===== config.mk =====
export PLATFORM = sky130hd
export DESIGN_NAME = pipe_fetch_unit
export DESIGN_NICKNAME = d
export VERILOG_FILES = /design/src/rtl/pipe_defs.sv /design/src/rtl/pipe_fetch_hold.sv /design/src/rtl/pipe_fetch_unit.sv
export SDC_FILE = /design/constraint.sdc
export NUM_CORES = 1
export LEC_CHECK = 0
export ABC_AREA = 1
export CORE_MARGIN = 4
export CORE_UTILIZATION = 50
export DETAILED_ROUTE_END_ITERATION = 8
export GPL_ROUTABILITY_DRIVEN = 0
export GPL_TIMING_DRIVEN = 0
export PLACE_DENSITY = 0.81
export SYNTH_ARGS = -nofsm -noshare
export SYNTH_HDL_FRONTEND = slang
export SYNTH_SLANG_ARGS = --single-unit

===== constraint.sdc =====
create_clock -name clock -period 3.79 [get_ports clock]
set_input_delay 0.379 -clock clock [delete_from_list [all_inputs] [get_ports clock]]
set_output_delay 0.379 -clock clock [all_outputs]
set_load 0.02 [all_outputs]

===== src/rtl/pipe_defs.sv =====
// Shared definitions for the IF stage: next-PC select codes, fetch FSM states and the IF/ID payload.
package pipe_defs;

  localparam int unsigned XLEN = 32;

  localparam logic [XLEN-1:0] ALIGN_MASK = {{(XLEN-2){1'b1}}, 2'b00};

  // Same encodings the decode unit drives on pcsource.
  localparam logic [1:0] PCS_SEQ = 2'b00;
  localparam logic [1:0] PCS_BR  = 2'b01;
  localparam logic [1:0] PCS_JR  = 2'b10;
  localparam logic [1:0] PCS_J   = 2'b11;

  typedef enum logic [1:0] {
    S_IDLE = 2'b00,
    S_REQ  = 2'b01,
    S_HOLD = 2'b10
  } fetch_state_e;

  typedef struct packed {
    logic [XLEN-1:0] inst;
    logic [XLEN-1:0] pc4;
  } ifid_t;

endpackage


===== src/rtl/pipe_fetch_hold.sv =====
// One-entry skid register that parks a fetched word while ID is stalled.
module pipe_fetch_hold
  import pipe_defs::*;
(
  input  logic  clock,
  input  logic  reset,
  input  logic  fill,
  input  logic  drain,
  input  ifid_t fill_data,
  output ifid_t data,
  output logic  valid
);

  // Fill wins over drain; the fetch FSM never asks for both at once.
  always_ff @(posedge clock) begin
    if (reset) begin
      valid <= 1'b0;
      data  <= '0;
    end else if (fill) begin
      valid <= 1'b1;
      data  <= fill_data;
    end else if (drain) begin
      valid <= 1'b0;
    end
  end

endmodule


===== src/rtl/pipe_fetch_unit.sv =====
// IF stage: owns the PC, fetches over a req/ack instruction port and fills the IF/ID register.
// One branch delay slot: a redirect from ID applies to the fetch after the delay slot.
module pipe_fetch_unit
  import pipe_defs::*;
#(
  parameter logic [XLEN-1:0] RESET_PC = 32'h0000_0000
) (
  input  logic            clock,
  input  logic            reset,
  input  logic            nostall,
  input  logic [1:0]      pcsource,
  input  logic [XLEN-1:0] bpc,
  input  logic [XLEN-1:0] rpc,
  input  logic [XLEN-1:0] jpc,
  output logic            imem_req,
  output logic [XLEN-1:0] imem_addr,
  input  logic            imem_ack,
  input  logic [XLEN-1:0] imem_rdata,
  output logic [XLEN-1:0] dinst,
  output logic [XLEN-1:0] dpc4,
  output logic            dvalid,
  output logic            fetch_busy
);

  fetch_state_e    state;
  logic [XLEN-1:0] fetch_pc;
  logic [XLEN-1:0] redir_tgt;
  logic            redir_pend;

  ifid_t           hold_data;
  logic            hold_valid;

  logic            ack_c;
  logic            load_c;
  logic            consume_c;
  logic            fill_c;
  logic            drain_c;
  logic [XLEN-1:0] pc4_c;
  logic [XLEN-1:0] target_c;
  ifid_t           fill_data_c;

  // Handshake qualifiers, IF/ID load rule and redirect target select.
  always_comb begin
    ack_c       = (state == S_REQ) && imem_ack;
    load_c      = !dvalid || nostall;
    consume_c   = dvalid && nostall && (pcsource != PCS_SEQ);
    pc4_c       = fetch_pc + XLEN'(4);
    fill_c      = !load_c && ack_c;
    drain_c     = load_c && hold_valid;
    target_c    = bpc;
    case (pcsource)
      PCS_JR:  target_c = rpc;
      PCS_J:   target_c = jpc;
      default: target_c = bpc;
    endcase
    target_c    = target_c & ALIGN_MASK;
    fill_data_c.inst = imem_rdata;
    fill_data_c.pc4  = pc4_c;
  end

  pipe_fetch_hold u_hold (
    .clock     (clock),
    .reset     (reset),
    .fill      (fill_c),
    .drain     (drain_c),
    .fill_data (fill_data_c),
    .data      (hold_data),
    .valid     (hold_valid)
  );

  always_ff @(posedge clock) begin
    if (reset) begin
      state      <= S_IDLE;
      fetch_pc   <= RESET_PC & ALIGN_MASK;
      redir_pend <= 1'b0;
      redir_tgt  <= '0;
      imem_req   <= 1'b0;
      dinst      <= '0;
      dpc4       <= '0;
      dvalid     <= 1'b0;
    end else begin
      // IF/ID: the held word has priority over a fresh ack.
      if (drain_c) begin
        dinst  <= hold_data.inst;
        dpc4   <= hold_data.pc4;
        dvalid <= 1'b1;
      end else if (load_c && ack_c) begin
        dinst  <= imem_rdata;
        dpc4   <= pc4_c;
        dvalid <= 1'b1;
      end else if (load_c) begin
        dvalid <= 1'b0;
      end

      case (state)
        S_IDLE: begin
          state    <= S_REQ;
          imem_req <= 1'b1;
          if (consume_c) begin
            redir_pend <= 1'b1;
            redir_tgt  <= target_c;
          end
        end
        S_REQ: begin
          if (ack_c) begin
            if (redir_pend) begin
              fetch_pc   <= redir_tgt;
              redir_pend <= 1'b0;
            end else if (consume_c) begin
              fetch_pc <= target_c;
            end else begin
              fetch_pc <= pc4_c;
            end
            if (fill_c) begin
              state    <= S_HOLD;
              imem_req <= 1'b0;
            end
          end else if (consume_c) begin
            // Delay slot still in flight: apply the target on its ack.
            redir_pend <= 1'b1;
            redir_tgt  <= target_c;
          end
        end
        S_HOLD: begin
          if (consume_c) begin
            fetch_pc <= target_c;
          end
          if (drain_c) begin
            state    <= S_REQ;
            imem_req <= 1'b1;
          end
        end
        default: begin
          state    <= S_IDLE;
          imem_req <= 1'b0;
        end
      endcase
    end
  end

  assign imem_addr  = fetch_pc & ALIGN_MASK;
  assign fetch_busy = imem_req;

endmodule


==> metrics <==
cts hold-fix bufs 0; Largest delay share family, worst path buffers and inverters; post-synth top area share 40.6%; CTS clk-pin slew, worst paths 0.07 ns; Commonest cells post-synth nand2_1 (375), o21ai_0 (202), dfxtp_1 (189); Startpoint Class input port; largest net degree at the start of global routing 18; cts bufs inserted 17; worst r2r dst fetch_pc[12]$_SDFFE_PP0P_; Worst slew margin 45.3%; Synth area leaders dfxtp_1 (41%), nand2_1 (15%), o21ai_0 (11%), nor2_1 (6.7%), a21oi_1 (6.6%); Worst EP required 4.15 ns; hpwl dp 23500 um; Synth Flop Type dfxtp_1; Post-CTS Repair Setup Buffers 0; CTS-repair resized insts 0; Avg Cell Area, Syn 6.69 um^2; Synth area leader dfxtp_1; Unique masters post-synth 34; CTS root buffer clkbuf_16; # IOs 233; n_diodes 0; number of cells on the critical path 6; H-tree Lvls 4; Yosys warnings 0; DP Cell Count 1847; launching point of the worst reg2reg path fetch_pc[2]$_SDFFE_PP0P_; Final setup viols 0; TritonCTS clock tree built; DIE WIDTH 145 um; Pleak 0.00550 uW; Final Hold Violating Endpoints 0; HP Start u_hold.data[36]$_SDFFE_PP0P_; max-cap violations 0; Die Ht 145 um; sequential fraction of the synthesis area 40.6%; crit end category flip-flop; r2r setup slk 1.65 ns; fillcell total 1602; share of cells above drive strength 1 6.37%; Async S/R FF share, synth 0%; critical path type in2reg; status finished clean; slowest CP cell clkbuf_1; CP Capture Point dpc4[19]$_SDFFE_PP0P_; detail-routed via count per cell 5.48; row cnt 49; Clock Latency Late Sink 0.44 ns; core outline area 18100 um^2; drt wl/cell 16.1 um; Post-synth EDFFs 0; first-pass GRT wire length 47200 um; CP Launch Point reset; DRC Markers 0; I/O Buffers 222; Vias 10300; fin nets 1772; Hold WC Path Type reg2reg; area grow syn2layout 33.4%; Final period util 58.1%; Detailed Routing Iterations Pass 1 5; Die Area 20900 um^2; Final Critical Period 2.20 ns; register area 3780 um^2; Critical Path Fanout Max 10; clk_skew 0.0129 ns; Synth Cell Area 9320 um^2; Worst Path Buf+Inv 4; WL final 30300 um; PD cells 386 nW/um^2; Congestion Overflow GR 0; ANT nets after route 0; Final Slew Violations 0; Sink Count 189; 1st-iter DRT viols 1121; top-count cell post-synth nand2_1; Clock Tree Buf Depth 2; Peak VDD IR 0.320 mV; Hold WS 0.480 ns; area of the multi-input gates 4780 um^2; Cell Count, Final, Fillers Out 1878; initial core utilization 51.4%; delay of the slowest critical-path stage 0.65 ns; worst path cell trace clkdlybuf4s50_1 -> inv_1 -> clkbuf_1 -> clkbuf_1 -> o21ai_0 -> a21oi_1; Post-Synthesis Cells 1393; gr usage total 28.4%; cell repeated most along the worst path clkbuf_1; RSZ-0062 raised after global routing false; R2R depth 9; vias in the first global route 9399; Critical Path AT 2.56 ns; Worst-Margin Slew 0.821 ns; Power, Total 4800 uW; initial antenna violation count 0; Sum Neg Setup Slack 0 ns; fmax 454 MHz; number of synthesized register bits 189
[how the worst min path moves through the flow]
| stage | to | slack, ns | cells past startpoint |
|---|---|---|---|
| 5_1_grt | dinst[28]$_SDFFE_PP0P_ | 0.50 | 2 |
| 2_1_floorplan | dpc4[2]$_SDFFE_PP0P_ | 0.45 | 2 |
| 3_3_place_gp | dinst[2]$_SDFFE_PP0P_ | 0.47 | 2 |
| 3_5_place_dp | dinst[8]$_SDFFE_PP0P_ | 0.47 | 2 |
| 4_1_cts | dinst[8]$_SDFFE_PP0P_ | 0.48 | 2 |
| 6_report | dinst[4]$_SDFFE_PP0P_ | 0.48 | 2 |
[metal layers]
| layer | track usage [%] | routed length, um |
|---|---|---|
| met2 | 45.9 | 14000 |
| met5 | 0 | 0 |
| met1 | 37.5 | 12600 |
| met4 | 11.0 | 845 |
| met3 | 5.69 | 2760 |
[where the power goes]
part           switching, uW  internal [uW]  total (uW)
registers               84.7           2080        2160
clock network            808           1000        1810
logic                    454            374         827
total                   1350           3460        4800
[logic make-up after synthesis]
kind of cell	count (synthesis)	synth area share, %
AO/OA/AOI/OAI	405	23.0
XOR/XNOR	15	1.89
adder cells (fa/ha/maj)	1	0.134
buffers and inverters	187	8.24
flip-flops	189	40.6
other	1	0.0402
AND/OR/NAND/NOR	595	26.1
[through the flow]
| stage | util (%) | instance area (um^2) | setup WS, ns |
|---|---|---|---|
| global placement | 65.3 | 11800 | 1.28 |
| floorplan | - | 9330 | 2.09 |
| global route | 68.5 | 12400 | 1.49 |
| detailed placement | 65.3 | 11800 | 1.21 |
| CTS | 68.5 | 12400 | 1.66 |
| finish | 68.5 | 12400 | 1.59 |
[state kept, by name (all words and copies together) (netlist names)]
signal	flops
u_hold.data	62
dinst	32
dpc4	30
fetch_pc	30
redir_tgt	30
state	2
dvalid	1
redir_pend	1
u_hold.valid	1
[worst reg2reg max path, cell delays in order (launching register included)]
cell     delay, ns
dfxtp_1       0.51
ha_1          0.29
nand3_1       0.14
nor2_1        0.20
nand2_1       0.12
xnor2_1       0.38
nand2_1       0.13
nand2_1       0.08
o21ai_1       0.07
a21oi_1       0.15
[cells in the final DEF, fill, tap and decap left out, types with 3 or more instances in the layout]
cell,Yosys,layout
buf_1,5,5
dfxtp_1,189,189
o211ai_1,10,10
nand2_1,375,375
nand3_1,16,16
inv_1,83,83
o21ai_1,6,6
nor2_4,8,8
inv_2,5,5
o22ai_1,24,24
xnor2_1,3,3
buf_4,7,7
nor2_1,167,167
xor2_1,6,6
clkbuf_1,54,55
nand2_2,5,5
clkdlybuf4s50_1,0,222
conb_1,1,4
a31oi_1,36,36
xor2_2,6,6
nor2_8,3,3
inv_6,0,6
buf_2,32,32
clkbuf_16,0,17
a21oi_1,123,123
nor3_1,8,8
nor2_2,3,3
nand3b_1,5,5
o21ai_0,202,202
[area by class of cell]
class                   count  area share (%)
repair buffers            222            17.9
multi-input cells        1020            38.4
inverters                  89            2.69
clock inverters            12            1.23
plain buffers              98            3.49
well taps                 229            2.30
clock buffers              19            3.56
flip-flops and latches    189            30.4
No activity file was read; power rests on OpenSTA's default activity.
